<file path="src/rtl/spi_slave_pkg.sv">
// ============================================================================
// Module      : spi_slave_pkg
// Description : Shared constants and helpers for the SPI mode-3 slave.
// Revision    : 1.0 - initial release
// ============================================================================
`default_nettype none

package spi_slave_pkg;

    localparam int C_DEFAULT_WIDTH   = 8;
    localparam int C_SYNC_DEPTH_CTRL = 3;   // SCK and SSEL
    localparam int C_SYNC_DEPTH_DATA = 2;   // MOSI

    function automatic int cnt_width(input int width);
        return (width > 1) ? $clog2(width) : 1;
    endfunction

endpackage

`default_nettype wire

</file>
<file path="src/rtl/spi_sync.sv">
// ============================================================================
// Module      : spi_sync
// Description : Parameterised-depth synchroniser with rise/fall detection
//               taken from the last two stages.
// Revision    : 1.0 - initial release
// ============================================================================
`default_nettype none

module spi_sync
    import spi_slave_pkg::*;
#(
    parameter int   DEPTH   = C_SYNC_DEPTH_CTRL,
    parameter logic RST_VAL = 1'b0
) (
    input  logic clk,
    input  logic rst,
    input  logic i_async,
    output logic o_sync,
    output logic o_rise,
    output logic o_fall
);

    logic [DEPTH-1:0] r_stage_q;
    logic [DEPTH-1:0] w_stage_d;

    always_comb begin
        w_stage_d = {r_stage_q[DEPTH-2:0], i_async};
    end

    always_ff @(posedge clk or negedge rst) begin
        if (!rst) begin
            r_stage_q <= {DEPTH{RST_VAL}};
        end else begin
            r_stage_q <= w_stage_d;
        end
    end

    assign o_sync = r_stage_q[DEPTH-1];
    assign o_rise = (r_stage_q[DEPTH-1 -: 2] == 2'b01);
    assign o_fall = (r_stage_q[DEPTH-1 -: 2] == 2'b10);

endmodule

`default_nettype wire

</file>
<file path="src/rtl/spi_slave.sv">
// ============================================================================
// Module      : spi_slave
// Description : SPI mode-3 (CPOL=1, CPHA=1) slave, MSB first, oversampled
//               by clk. Optional macro SPI_MISO_TRISTATE_EN floats MISO
//               while the slave is deselected or in reset.
// Revision    : 1.0 - initial release
// ============================================================================
`default_nettype none

module spi_slave
    import spi_slave_pkg::*;
#(
    parameter int WIDTH = C_DEFAULT_WIDTH
) (
    input  logic             clk,
    input  logic             rst,
    input  logic             SCK,
    input  logic             MOSI,
    output logic             MISO,
    input  logic             SSEL,
    output logic             LED,
    output logic [WIDTH-1:0] byte_data_received,
    output logic             byte_received,
    input  logic [WIDTH-1:0] byte_sent
);

    localparam int              CNT_W      = cnt_width(WIDTH);
    localparam logic [CNT_W-1:0] C_LAST_BIT = CNT_W'(WIDTH - 1);

    logic w_sck_sync_unused;
    logic w_sck_rise;
    logic w_sck_fall;
    logic w_ssel_sync;
    logic w_ssel_rise_unused;
    logic w_ssel_fall;
    logic w_mosi;
    logic w_mosi_rise_unused;
    logic w_mosi_fall_unused;

    spi_sync #(.DEPTH(C_SYNC_DEPTH_CTRL), .RST_VAL(1'b1)) u_sync_sck (
        .clk     (clk),
        .rst     (rst),
        .i_async (SCK),
        .o_sync  (w_sck_sync_unused),
        .o_rise  (w_sck_rise),
        .o_fall  (w_sck_fall)
    );

    spi_sync #(.DEPTH(C_SYNC_DEPTH_CTRL), .RST_VAL(1'b1)) u_sync_ssel (
        .clk     (clk),
        .rst     (rst),
        .i_async (SSEL),
        .o_sync  (w_ssel_sync),
        .o_rise  (w_ssel_rise_unused),
        .o_fall  (w_ssel_fall)
    );

    spi_sync #(.DEPTH(C_SYNC_DEPTH_DATA), .RST_VAL(1'b0)) u_sync_mosi (
        .clk     (clk),
        .rst     (rst),
        .i_async (MOSI),
        .o_sync  (w_mosi),
        .o_rise  (w_mosi_rise_unused),
        .o_fall  (w_mosi_fall_unused)
    );

    logic             w_ssel_active;
    logic             w_sample;
    logic [WIDTH-1:0] w_rx_next;

    logic [WIDTH-1:0] r_rx_shift_q,      w_rx_shift_d;
    logic [CNT_W-1:0] r_bitcnt_q,        w_bitcnt_d;
    logic [WIDTH-1:0] r_tx_shift_q,      w_tx_shift_d;
    logic             r_miso_q,          w_miso_d;
    logic             r_led_q,           w_led_d;
    logic [WIDTH-1:0] r_byte_data_q,     w_byte_data_d;
    logic             r_byte_received_q, w_byte_received_d;

    assign w_ssel_active = ~w_ssel_sync;
    assign w_sample      = w_ssel_active & w_sck_rise;
    assign w_rx_next     = {r_rx_shift_q[WIDTH-2:0], w_mosi};

    always_comb begin
        w_rx_shift_d      = r_rx_shift_q;
        w_bitcnt_d        = r_bitcnt_q;
        w_tx_shift_d      = r_tx_shift_q;
        w_miso_d          = r_miso_q;
        w_led_d           = r_led_q;
        w_byte_data_d     = r_byte_data_q;
        w_byte_received_d = 1'b0;

        // Deselect holds the counter at zero, which is also what discards an aborted frame.
        if (!w_ssel_active) begin
            w_bitcnt_d = '0;
        end else if (w_sample) begin
            w_rx_shift_d = w_rx_next;
            if (r_bitcnt_q == C_LAST_BIT) begin
                w_bitcnt_d        = '0;
                w_byte_data_d     = w_rx_next;
                w_led_d           = w_mosi;
                w_byte_received_d = 1'b1;
            end else begin
                w_bitcnt_d = r_bitcnt_q + 1'b1;
            end
        end

        // Reloading on the completion pulse lets frames run back to back under one select.
        if (w_ssel_fall || r_byte_received_q) begin
            w_tx_shift_d = byte_sent;
        end else if (w_ssel_active && w_sck_fall) begin
            w_miso_d     = r_tx_shift_q[WIDTH-1];
            w_tx_shift_d = {r_tx_shift_q[WIDTH-2:0], 1'b0};
        end
    end

    always_ff @(posedge clk or negedge rst) begin
        if (!rst) begin
            r_rx_shift_q      <= '0;
            r_bitcnt_q        <= '0;
            r_tx_shift_q      <= '0;
            r_miso_q          <= 1'b0;
            r_led_q           <= 1'b0;
            r_byte_data_q     <= '0;
            r_byte_received_q <= 1'b0;
        end else begin
            r_rx_shift_q      <= w_rx_shift_d;
            r_bitcnt_q        <= w_bitcnt_d;
            r_tx_shift_q      <= w_tx_shift_d;
            r_miso_q          <= w_miso_d;
            r_led_q           <= w_led_d;
            r_byte_data_q     <= w_byte_data_d;
            r_byte_received_q <= w_byte_received_d;
        end
    end

    assign LED                = r_led_q;
    assign byte_data_received = r_byte_data_q;
    assign byte_received      = r_byte_received_q;

`ifdef SPI_MISO_TRISTATE_EN
    assign MISO = (rst && w_ssel_active) ? r_miso_q : 1'bz;
`else
    assign MISO = r_miso_q;
`endif

endmodule

`default_nettype wire

</file>
<file path="config.mk">
export PLATFORM = sky130hd
export DESIGN_NAME = spi_slave
export DESIGN_NICKNAME = d
export VERILOG_FILES = /design/src/rtl/spi_slave_pkg.sv /design/src/rtl/spi_sync.sv /design/src/rtl/spi_slave.sv
export SDC_FILE = /design/constraint.sdc
export NUM_CORES = 1
export LEC_CHECK = 0
export CORE_ASPECT_RATIO = 1.5
export CORE_MARGIN = 5
export CORE_UTILIZATION = 30
export CTS_BUF_LIST = sky130_fd_sc_hd__clkbuf_4 sky130_fd_sc_hd__clkbuf_8
export DETAILED_ROUTE_END_ITERATION = 10
export PLACE_DENSITY = 0.48
export SYNTH_ARGS = -nofsm -noshare
export SYNTH_HDL_FRONTEND = slang
export SYNTH_SLANG_ARGS = --single-unit
</file>
<file path="constraint.sdc">
create_clock -name clk -period 3.55 [get_ports clk]
set_input_delay 0.71 -clock clk [delete_from_list [all_inputs] [get_ports clk]]
set_output_delay 0.71 -clock clk [all_outputs]
set_load 0.05 [all_outputs]
</file>
# Yosys cells after proc, flatten, opt, wreduce, memory -nomap -nowiden

Index checks and enable logic that the tools add are counted.

Bits in registers: 37
Output and inout port bits: 11

Add/subtract/negate cells: 1
Equal/unequal tests: 4
Mux-type cells: 8
Bitwise logic cells: 3
Reductions and logical operators: 7

Operator list:

| operator            | count |
|---|---|
| $mux 8              | 2 |
| $mux 3              | 3 |
| $eq 2x2->1 const B  | 2 |
| $reduce_and 2->1    | 2 |
| $reduce_bool 2->1   | 2 |
| $add 3x1->3 const B | 1 |
| $eq 3x3->1 const B  | 1 |
| $mux 1              | 3 |
| $reduce_and 3->1    | 1 |
| $eq 2x1->1 const B  | 1 |
| $not 1->1           | 2 |
| $and 1x1->1         | 1 |
| $logic_and 1x1->1   | 1 |
| $logic_or 1x1->1    | 1 |

# Logic depth before layout (Yosys ltp)

Depth after elaboration: 4
Gate-level depth with buffers: 5

# Cells and area by module

Synthesis repeated with hierarchy kept, for this count alone.

Cell total of the unflattened synthesis: 101
Area, all modules: 1450.1 um2

Modules (own cells, without submodules):

| module                    | times used | cells each | area an instance (um2) | sequential area each (um2) |
|---|---|---|---|---|
| spi_slave                 | 1          | 87         | 1197.4                 | 700.7 |
| spi_sync (u_sync_sck ...) | 2          | 5          | 93.8                   | 78.8 |
| spi_sync (u_sync_mosi)    | 1          | 4          | 65.1                   | 50.0 |

# Least setup slack after synthesis

Ideal clock, no wire load.

Kind: reg2reg
Start: register u_sync_sck.r_stage_q[1]
End: register r_byte_data_q[0], in the netlist byte_data_received[0]
Library setup time: 125 ps
Arrival: 1520 ps
Required time: 3425 ps
Setup slack: 1905 ps
Stages on the path, launching flop included: 5
Period minus slack after synthesis: 1645 ps
Path through: dfstp_2 > nor3b_4 > and2_4 > buf_12 > mux2_4

Longest elaborated chain between the ends: 3

Ends and longest elaborated chain:

| what                              | RTL line         | source |
|---|---|---|
| from (decl)                       | spi_sync.sv:23   | `logic [DEPTH-1:0] r_stage_q;` |
| from (signal assigned)            | spi_sync.sv:32   | `r_stage_q <= {DEPTH{RST_VAL}};` |
| from (signal assigned)            | spi_sync.sv:34   | `r_stage_q <= w_stage_d;` |
| $eq 2x1->1                        | spi_sync.sv:39   | `assign o_rise = (r_stage_q[DEPTH-1 -: 2] == 2'b01);` |
| $and 1x1->1                       | spi_slave.sv:80  | `assign w_sample = w_ssel_active & w_sck_rise;` |
| $reduce_and 3->1 (no source line) | -                |  |
| to (signal assigned)              | spi_slave.sv:131 | `r_byte_data_q <= w_byte_data_d;` |
| to (decl)                         | spi_slave.sv:76  | `logic [WIDTH-1:0] r_byte_data_q, w_byte_data_d;` |

Every way passes these cells.
A chain may end at the register's enable or synchronous reset.

# Worst setup path in the final report

Start: register r_byte_received_q, in the netlist byte_received
End: output byte_received

RTL lines:

| what                   | RTL line         | source |
|---|---|---|
| from (decl)            | spi_slave.sv:77  | `logic r_byte_received_q, w_byte_received_d;` |
| from (signal assigned) | spi_slave.sv:132 | `r_byte_received_q <= w_byte_received_d;` |
| to (decl)              | spi_slave.sv:23  | `output logic byte_received,` |

No word-level cell between the ends.

==> impl_metrics.csv <==
group,metric,value,unit
routing,num_vias,775,
sta,max_freq,438.8,MHz
finish,synthToLayoutAreaGrowth,27.30,%
synthesis,post-synth-top-count-cell,"dfrtp_1",
synthesis,syn_area,0.001439,mm2
cts,cts_root_buf,"clkbuf_8",
synthesis,syn_nets,102,
global_route,antenna_found_initial,0,
finish,drive_gt1_share,30.17,%
global_route,grt_max_degree,37,
sta,skew,0.004846,ns
synthesis,yosysSeqAreaShare,63.13,%
min_path,hp-start,"u_sync_ssel.r_stage_q[0]",
cts,clk_latency,0.28,ns
floorplanning,core,0.004732,mm2
synthesis,synth_top_area_cell,"dfrtp_1",
sta,drv_slew,0,
run_status,outcome,"complete, no violations",
cts,cts_hold_buf,0,
critical_path,critPathRequiredTime,2.84,ns
critical_path,worstPathArrival,1.57,ns
cts,cts_setup_buffers,0,
power_and_ir_drop,p_leak,0.0008150,uW
synthesis,synth_edf_count,0,
global_route,grt_pass1_vias,900,
sta,rsz0062_at_grt,"false",
synthesis,synth-seq-cells,36,
min_path,min_path_type,"register to register",
floorplanning,die_area,0.006310,mm2
placed_design,gp_congestion,0.7038,
floorplanning,ios,24,
global_route,grt.total_usage,9.334,%
cts,clockBufferDepth,2,
critical_path,crit_end,"byte_received",
power_and_ir_drop,p_per_area,528.3,mW/mm2
critical_path,cp_top_family,"buffers and inverters",
sta,fin_hold_ws,0.3578,ns
critical_path,worst-r2r-setup-slack,1.79,ns
floorplanning,start_util,30.41,%
global_route,grt_overflow_total,0,
sta,hold_viol,0,
routing,dr.pass1.iters,3,
cts,cts_resized,0,
sta,layout_min_cycle_time,2.279,ns
critical_path,cp_num_buf_inv,1,
placed_design,dp_hpwl,1711,um
power_and_ir_drop,ir_drop,0.2261,mV
global_route,grt_pass1_wl,4333,um
cts,cts_tree,"done",
cts,clkTransAtPathRegs,0.07,ns
routing,vias_per_cell,4.258,
routing,drtIter0Drc,6,
synthesis,ys_top_cells_by_area,"dfrtp_1 52%, dfstp_2 11%, mux2_4 8.3%",
critical_path,worstSetupPathType,"register to primary output",
critical_path,start_kind,"register",
critical_path,reg2reg_from,"u_sync_sck.r_stage_q[1]",
cts,htree_levels,2,
synthesis,netlist_instances,87,
sta,fin_crit_sh,64.19,%
critical_path,cpMaxStageDelayCell,"clkdlybuf4s50_1",
critical_path,crit_chain,"clkdlybuf4s50_1",
critical_path,critPathLaunch,"byte_received",
sta,worst_pin_slew,0.5646,ns
cts,cts-buffers-inserted,5,
flow_run,cap_violations,0,
critical_path,end_kind,"primary output",
finish,diodes,0,
sta,setup_viol,0,
critical_path,rr_endpoint,"byte_data_received[1]",
finish,nNetsFinal,130,
sta,setup_tns,0,ns
synthesis,synth_common_cells,"30 x dfrtp_1, 8 x mux2_2, 8 x mux2_4",
finish,regArea,908.4,um2
synthesis,ys_types,21,
sta,relSlewSlack,62.29,%
critical_path,slowest_delay,0.84,ns
finish,multi_input_area,488.0,um2
routing,drc,0,
routing,wl,2440,um
synthesis,ys.flop_type,"dfrtp_1",
synthesis,synth_top_area_share,52.17,%
floorplanning,chipWidth,66.55,um
cts,cts_sinks,36,
critical_path,worst_r2r_path_depth,3,
routing,wl_per_cell,13.41,um
finish,fill_cells,475,
floorplanning,die_h,94.82,um
critical_path,cp_max_fo,4,
floorplanning,rows,31,
synthesis,ys_warn_count,0,
synthesis,async_flop_share,100.0,%
synthesis,syn_area_per_cell,16.54,um2
placed_design,portBuffers,23,
critical_path,path_depth,1,
routing,ant_nets,0,
## placed cells by master, fill, tap and decap left out
master           count
dfrtp_1             30
clkdlybuf4s50_1     23
mux2_2               8
mux2_4               8
and2_1               7
a221o_1              7
dfstp_2              6
clkbuf_8             5
nor2_1               4
mux2i_1              3
ha_1                 2
nor3b_4              1
and2_4               1
nand2b_1             1
inv_1                1
a21o_1               1
nor3b_1              1
a211oi_2             1
nor4b_4              1
a22o_1               1
bufinv_16            1
clkinvlp_4           1
clkinv_2             1
buf_4                1
## how the worst min path moves through the flow
stage               slack (ns)  depth (start not counted)                       end
floorplan                 0.33                          0  u_sync_mosi.r_stage_q[1]
global placement          0.34                          0  u_sync_mosi.r_stage_q[1]
detailed placement        0.35                          0  u_sync_mosi.r_stage_q[1]
CTS                       0.36                          0  u_sync_ssel.r_stage_q[1]
global route              0.37                          0  u_sync_ssel.r_stage_q[1]
finish                    0.36                          0  u_sync_ssel.r_stage_q[1]
## where the power goes
group	switching (uW)	internal, uW	leakage (uW)	total, uW
combinational	42.4	64.0	0.000310	106
sequential	36.5	469	0.000451	506
clock	148	208	0.0000541	356
## cell type report
cell class              instances  area share [%]
multi-input cells              47           26.64
inverters                       1          0.2049
repair buffers                 24           12.98
well taps                      66           4.508
clock buffers                   5           3.757
clock inverters                 3           2.322
flip-flops and latches         36           49.59
## layer usage
metal / vias to the layer above / GRT usage (%) / wire length (um)
met5: - / 0 / 0
met4: 0 / 5.593 / 46
met3: 4 / 3.214 / 132
met2: 20 / 14.90 / 1265
met1: 384 / 10.60 / 995
li1: 367 / - / -
## cell families (layout without fill, tap and decap cells)
logic type	Yosys count	count (layout)	share of synthesized area, %
AOI/OAI and AO/OA	10	10	6.870
muxes	19	19	16.70
buffers and inverters	4	33	2.956
and+or+nand+nor	16	16	8.609
adders and majority gates	2	2	1.739
DFF	36	36	63.13
## through the flow
step                      instance area (um2)  utilization, %  setup slack (ns)  power [uW]  instances
after global placement                   1720           36.36             1.582       618.6        174
after CTS                                1832           38.71             1.241       986.6        182
after detailed placement                 1720           36.36             1.566       623.1        174
final                                    1832           38.71             1.271       967.7        182
after floorplan                          1439               -             1.905       575.7         87
after global routing                     1832           38.71             1.210        1024        182
## state kept, by name, indices dropped and copies added (netlist names)
| signal | flops |
|---|---|
| byte_data_received | 8 |
| byte_received | 1 |
| u_sync_sck.r_stage_q | 3 |
| u_sync_mosi.r_stage_q | 2 |
| r_rx_shift_q | 7 |
| r_tx_shift_q | 8 |
| u_sync_ssel.r_stage_q | 3 |
| r_bitcnt_q | 3 |
| MISO | 1 |
Note: power is estimated with default switching activity, not from simulation.
